$ cat config.mk
export PLATFORM = sky130hd
export DESIGN_NAME = exec_sequencer
export DESIGN_NICKNAME = d
export VERILOG_FILES = /design/src/rtl/exec_sequencer.sv
export SDC_FILE = /design/constraint.sdc
export NUM_CORES = 1
export LEC_CHECK = 0
export ABC_AREA = 1
export BUFFER_PORTS_ARGS = -buffer_cell sky130_fd_sc_hd__buf_2
export CORE_MARGIN = 2
export CORE_UTILIZATION = 40
export DETAILED_ROUTE_END_ITERATION = 10
export PLACE_DENSITY_LB_ADDON = 0.12
export SLEW_MARGIN = 25
export SYNTH_ARGS = -nofsm -noshare
export SYNTH_HDL_FRONTEND = slang
export SYNTH_SLANG_ARGS = --single-unit
export TNS_END_PERCENT = 100
$ cat constraint.sdc
create_clock -name clk -period 1.8 [get_ports clk]
set_clock_uncertainty 0.05 [all_clocks]
set_input_delay 0.36 -clock clk [delete_from_list [all_inputs] [get_ports clk]]
set_output_delay 0.36 -clock clk [all_outputs]
set_load 0.02 [all_outputs]
$ cat src/rtl/exec_sequencer.sv
// rtl/exec_sequencer.sv - multi-cycle fetch/exec/memory/writeback sequencer for the NPC core
module exec_sequencer #(
    parameter int MEM_TIMEOUT = 255,
    parameter int TO_W        = 8
) (
    input  logic        clk,
    input  logic        rst_n,
    output logic        imem_req,
    input  logic        imem_gnt,
    input  logic        imem_rvalid,
    input  logic [31:0] imem_rdata,
    output logic [31:0] inst_q,
    input  logic        dec_wen,
    input  logic        dec_mem,
    input  logic        dec_mem_wen,
    input  logic        dec_csr_wen,
    output logic        dmem_req,
    output logic        dmem_we,
    input  logic        dmem_gnt,
    input  logic        dmem_rvalid,
    output logic        rf_we,
    output logic        csr_we,
    output logic        pc_we,
    output logic [31:0] instret,
    output logic        halt,
    output logic        err,
    output logic [3:0]  state
);

    typedef enum logic [3:0] {
        S_IDLE  = 4'd0,
        S_FETCH = 4'd1,
        S_IWAIT = 4'd2,
        S_EXEC  = 4'd3,
        S_MEM   = 4'd4,
        S_DWAIT = 4'd5,
        S_WB    = 4'd6,
        S_HALT  = 4'd7,
        S_ERR   = 4'd8
    } state_t;

    localparam logic [31:0]     EBREAK  = 32'h00100073;
    localparam logic [TO_W-1:0] TO_LAST = TO_W'(MEM_TIMEOUT - 1);

    state_t          r_state;
    logic [TO_W-1:0] r_cnt;
    logic [31:0]     r_inst_q;
    logic [31:0]     r_instret;
    logic            r_imem_req;
    logic            r_dmem_req;
    logic            r_dmem_we;
    logic            r_rf_we;
    logic            r_csr_we;
    logic            r_pc_we;
    logic            r_halt;
    logic            r_err;

    state_t          w_next;
    logic [TO_W-1:0] w_cnt_next;
    logic            w_wait;
    logic            w_exit;

    always_comb begin
        w_next     = r_state;
        w_cnt_next = '0;
        w_wait     = 1'b0;
        w_exit     = 1'b0;
        case (r_state)
            S_IDLE:  w_next = S_FETCH;
            S_FETCH: begin
                w_wait = 1'b1;
                w_exit = imem_gnt;
                if (imem_gnt) w_next = S_IWAIT;
            end
            S_IWAIT: begin
                w_wait = 1'b1;
                w_exit = imem_rvalid;
                if (imem_rvalid) w_next = S_EXEC;
            end
            S_EXEC: begin
                if (r_inst_q == EBREAK) w_next = S_HALT;
                else if (dec_mem)       w_next = S_MEM;
                else                    w_next = S_WB;
            end
            S_MEM: begin
                w_wait = 1'b1;
                w_exit = dmem_gnt;
                if (dmem_gnt) w_next = S_DWAIT;
            end
            S_DWAIT: begin
                w_wait = 1'b1;
                w_exit = dmem_rvalid;
                if (dmem_rvalid) w_next = S_WB;
            end
            S_WB:    w_next = S_FETCH;
            S_HALT:  w_next = S_HALT;
            S_ERR:   w_next = S_ERR;
            default: w_next = S_IDLE;
        endcase
        // A handshake in the final allowed cycle still exits rather than timing out.
        if (w_wait && !w_exit) begin
            if (r_cnt == TO_LAST) w_next = S_ERR;
            else                  w_cnt_next = r_cnt + 1'b1;
        end
    end

    // Outputs are registered from the next state so they align with the state they belong to.
    always_ff @(posedge clk or negedge rst_n) begin
        if (!rst_n) begin
            r_state    <= S_IDLE;
            r_cnt      <= '0;
            r_inst_q   <= '0;
            r_instret  <= '0;
            r_imem_req <= 1'b0;
            r_dmem_req <= 1'b0;
            r_dmem_we  <= 1'b0;
            r_rf_we    <= 1'b0;
            r_csr_we   <= 1'b0;
            r_pc_we    <= 1'b0;
            r_halt     <= 1'b0;
            r_err      <= 1'b0;
        end else begin
            r_state    <= w_next;
            r_cnt      <= w_cnt_next;
            r_imem_req <= (w_next == S_FETCH);
            r_dmem_req <= (w_next == S_MEM);
            r_dmem_we  <= (w_next == S_MEM) && dec_mem_wen;
            r_rf_we    <= (w_next == S_WB) && dec_wen && !dec_mem_wen;
            r_csr_we   <= (w_next == S_WB) && dec_csr_wen;
            r_pc_we    <= (w_next == S_WB);
            r_halt     <= (w_next == S_HALT);
            r_err      <= (w_next == S_ERR);
            if (r_state == S_IWAIT && imem_rvalid) r_inst_q <= imem_rdata;
            if (r_state == S_WB) r_instret <= r_instret + 32'd1;
        end
    end

    assign imem_req = r_imem_req;
    assign inst_q   = r_inst_q;
    assign dmem_req = r_dmem_req;
    assign dmem_we  = r_dmem_we;
    assign rf_we    = r_rf_we;
    assign csr_we   = r_csr_we;
    assign pc_we    = r_pc_we;
    assign instret  = r_instret;
    assign halt     = r_halt;
    assign err      = r_err;
    assign state    = r_state;

endmodule

==> results.sh <==
export IMPL_dr_pass1_iters=4
export IMPL_synth_xor_area_share_pct=7.21
export IMPL_critical_path_class="flop to flop"
export IMPL_yosysSeqAreaShare_pct=50.9
export IMPL_synthDistinctLibCells=27
export IMPL_via_per_inst=4.71
export IMPL_grt_max_degree=32
export IMPL_dp_hpwl_um=8140
export IMPL_syn_area_sq_um=4130
export IMPL_worst_pin_slew_ps=383
export IMPL_cellLeakagePower_nw=2.88
export IMPL_gp_congestion=0.859
export IMPL_dpl_instance_area_sq_um=4990
export IMPL_yosys_area_top_type="dfrtp_1"
export IMPL_status="completed"
export IMPL_cts_sinks=84
export IMPL_tns_ps=0
export IMPL_grt_pass1_vias=3760
export IMPL_vdd_ir_drop_max_uv=829
export IMPL_synth_compound_area_share_pct=1.76
export IMPL_synth_fp_nets=548
export IMPL_fmax_mhz=581
export IMPL_synth_seq_cells=84
export IMPL_synth_adder_area_share_pct=0.909
export IMPL_drc=0
export IMPL_syn2layout_area_growth_pct=29.7
export IMPL_grt_overflow_total=0
export IMPL_drv_cap=0
export IMPL_ios=118
export IMPL_h_tree_depth=3
export IMPL_cts_path_max_buffers=2
export IMPL_drt_initial_drc_count=115
export IMPL_period_needed_ps=1720
export IMPL_synthSimpleGateAreaFrac_pct=33.6
export IMPL_p_per_area_nw_per_um2=1330
export IMPL_cts_buffers=9
export IMPL_rsz0062_at_grt="yes"
export IMPL_finalSetupViolCount=0
export IMPL_hold_viol=0
export IMPL_portBuffers=117
export IMPL_groute_usage_overall_pct=20.0
export IMPL_antenna_found_initial=0
export IMPL_syn_inst=503
export IMPL_die_x_um=106
export IMPL_antennaDiodeCount=0
export IMPL_design_area_sq_um=5360
export IMPL_synthTopCellsByArea="dfrtp_1 (51%), nand2_1 (15%), nor2_1 (6.1%), xor2_1 (5.1%), inv_1 (4.8%)"
export IMPL_end_kind="flop"
export IMPL_min_path_type="primary input to flop"
export IMPL_vias=3707
export IMPL_fp_coreArea_sq_um=10200
export IMPL_pre_cts_ws_ps=-42.6
export IMPL_tritoncts="done"
export IMPL_clk_latency_ps=360
export IMPL_drv_slew=0
export IMPL_cts_root_buf="clkbuf_8"
export IMPL_initial_core_util_pct=40.6
export IMPL_cp_arrival_ps=1960
export IMPL_syn_avg_cell_area_sq_um=8.21
export IMPL_cp_start_kind="flop"
export IMPL_path_clk_slew_ps=80
export IMPL_yosys_warnings=0
export IMPL_dieArea_sq_um=11200
export IMPL_postRouteAntennaNets=0
export IMPL_final_nets=691
export IMPL_synth_mux_area_share_pct=0
export IMPL_crit_fanout=7
export IMPL_min_period_over_period_pct=95.6
export IMPL_synth_top_cell_area_share_pct=50.9
export IMPL_grt_pass1_wl_um=17700
export IMPL_cp_required_ps=2040
export IMPL_worst_slack_ps=78.6
export IMPL_totalWireLength_um=10600
export IMPL_fp_row_count=37
export IMPL_drive_gt1_share_pct=29.8
export IMPL_fp_dieH_um=106
export IMPL_wl_per_cell_um=13.4
export IMPL_synth_top_family_by_area="simple AND/OR/NAND/NOR gates"
export IMPL_maxSlewHeadroom_pct=74.4
export IMPL_whs_ps=139
==> routing by layer <==
layer / wire [um] / GRT usage [%] / share of wire (%) / up-vias
met4: 289 / 9.59 / 2.7 / 0
met5: 0 / 0 / 0 / -
met1: 4650 / 25.0 / 44 / 1716
met3: 552 / 3.65 / 5.2 / 26
met2: 5080 / 33.4 / 48 / 117
li1: - / - / - / 1848
==> final cells by class <==
class,instances,area [sq um]
fillers,1007,4830
flip-flops and latches,84,2110
multi-input cells,358,1870
inverters,55,209
clock inverters,3,68.8
well taps,136,170
repair buffers,138,773
clock buffers,13,159
==> logic make-up (layout without fill, tap and decap cells) <==
family | after synthesis | in the layout
AND/OR/NAND/NOR | 307 | 307
flip-flops | 84 | 84
buffers and inverters | 61 | 209
XOR/XNOR | 34 | 34
AO/OA/AOI/OAI | 14 | 14
adder cells (fa/ha/maj) | 3 | 3
==> cells in the mapped netlist (all sizes together) <==
library cell / number
nor2: 76
or2: 1
nand2: 166
nand4: 13
xor2: 24
and2: 1
nor3: 18
dfrtp: 84
xnor2: 10
a211oi: 1
o21ai: 13
buf: 3
inv: 55
ha: 3
clkbuf: 3
nand3: 29
nand3b: 3
==> per-stage QoR <==
stage                     std cells  utilization (%)  power (mW)
final                           787             52.6        7.13
after global routing            787             52.6        7.66
after CTS                       781             51.4        7.11
after detailed placement        764             49.0        5.54
after global placement          764             49.0        5.47
after floorplan                 503                -        4.50
==> report_power, final <==
part           internal, mW  switching, mW  leakage (nW)
logic                 0.968           1.86          1.66
registers              2.37          0.404          1.10
clock network         0.862          0.671         0.114
total                  4.19           2.94          2.88
==> worst paths after layout <==
| path | startpoint | end | slack (ps) | cells after the start |
|---|---|---|---|---|
| worst max-delay path | state[3]$_DFF_PN0_ | instret[16]$_DFFE_PN0P_ | 80 | 7 |
| worst min-delay path | imem_rdata[4] | inst_q[4]$_DFFE_PN0P_ | 140 | 3 |
| worst max register to register | state[3]$_DFF_PN0_ | instret[16]$_DFFE_PN0P_ | 80 | 7 |
| worst min register to register | r_cnt[0]$_DFF_PN0_ | r_cnt[0]$_DFF_PN0_ | 450 | 1 |
| max in group asynchronous | rst_n | state[2]$_DFF_PN0_ | 800 | 3 |
| min in group asynchronous | rst_n | instret[16]$_DFFE_PN0P_ | 400 | 2 |
==> worst max-delay path, cell delays in order, from the launching register on <==
cell and delay, ps:
dfrtp_2 490, nor2_4 190, nand2_4 110, nor3_4 240, nand2_2 110, nor3_4 190
buf_4 140, xor2_1 140
==> sequential cells by signal (all words and copies together), names as in the netlist, 4 cells and up <==
signal,flops
inst_q,32
instret,32
r_cnt,8
state,4
==> layout by cell type, fill, tap and decap left out, drive strengths merged, types with 2 or more instances in the layout <==
cell,netlist,final
nor2,76,76
xor2,24,24
inv,55,55
ha,3,3
bufinv,0,2
clkbuf,3,13
buf,3,137
nand2,166,166
nand3,29,29
dfrtp,84,84
nor3,18,18
nand4,13,13
xnor2,10,10
nand3b,3,3
o21ai,13,13
==> what timing repair did <==
action | CTS | global route
endpoints found under the setup margin | 4 | 61
hold buffers | 1 | 0
pin swaps | 0 | 5
buffers inserted | 0 | 6
endpoints found under the hold margin | 23 | 0
gates resized for setup | 1 | 23
cloned | 0 | 0
Note: power is estimated with default switching activity, not from simulation.
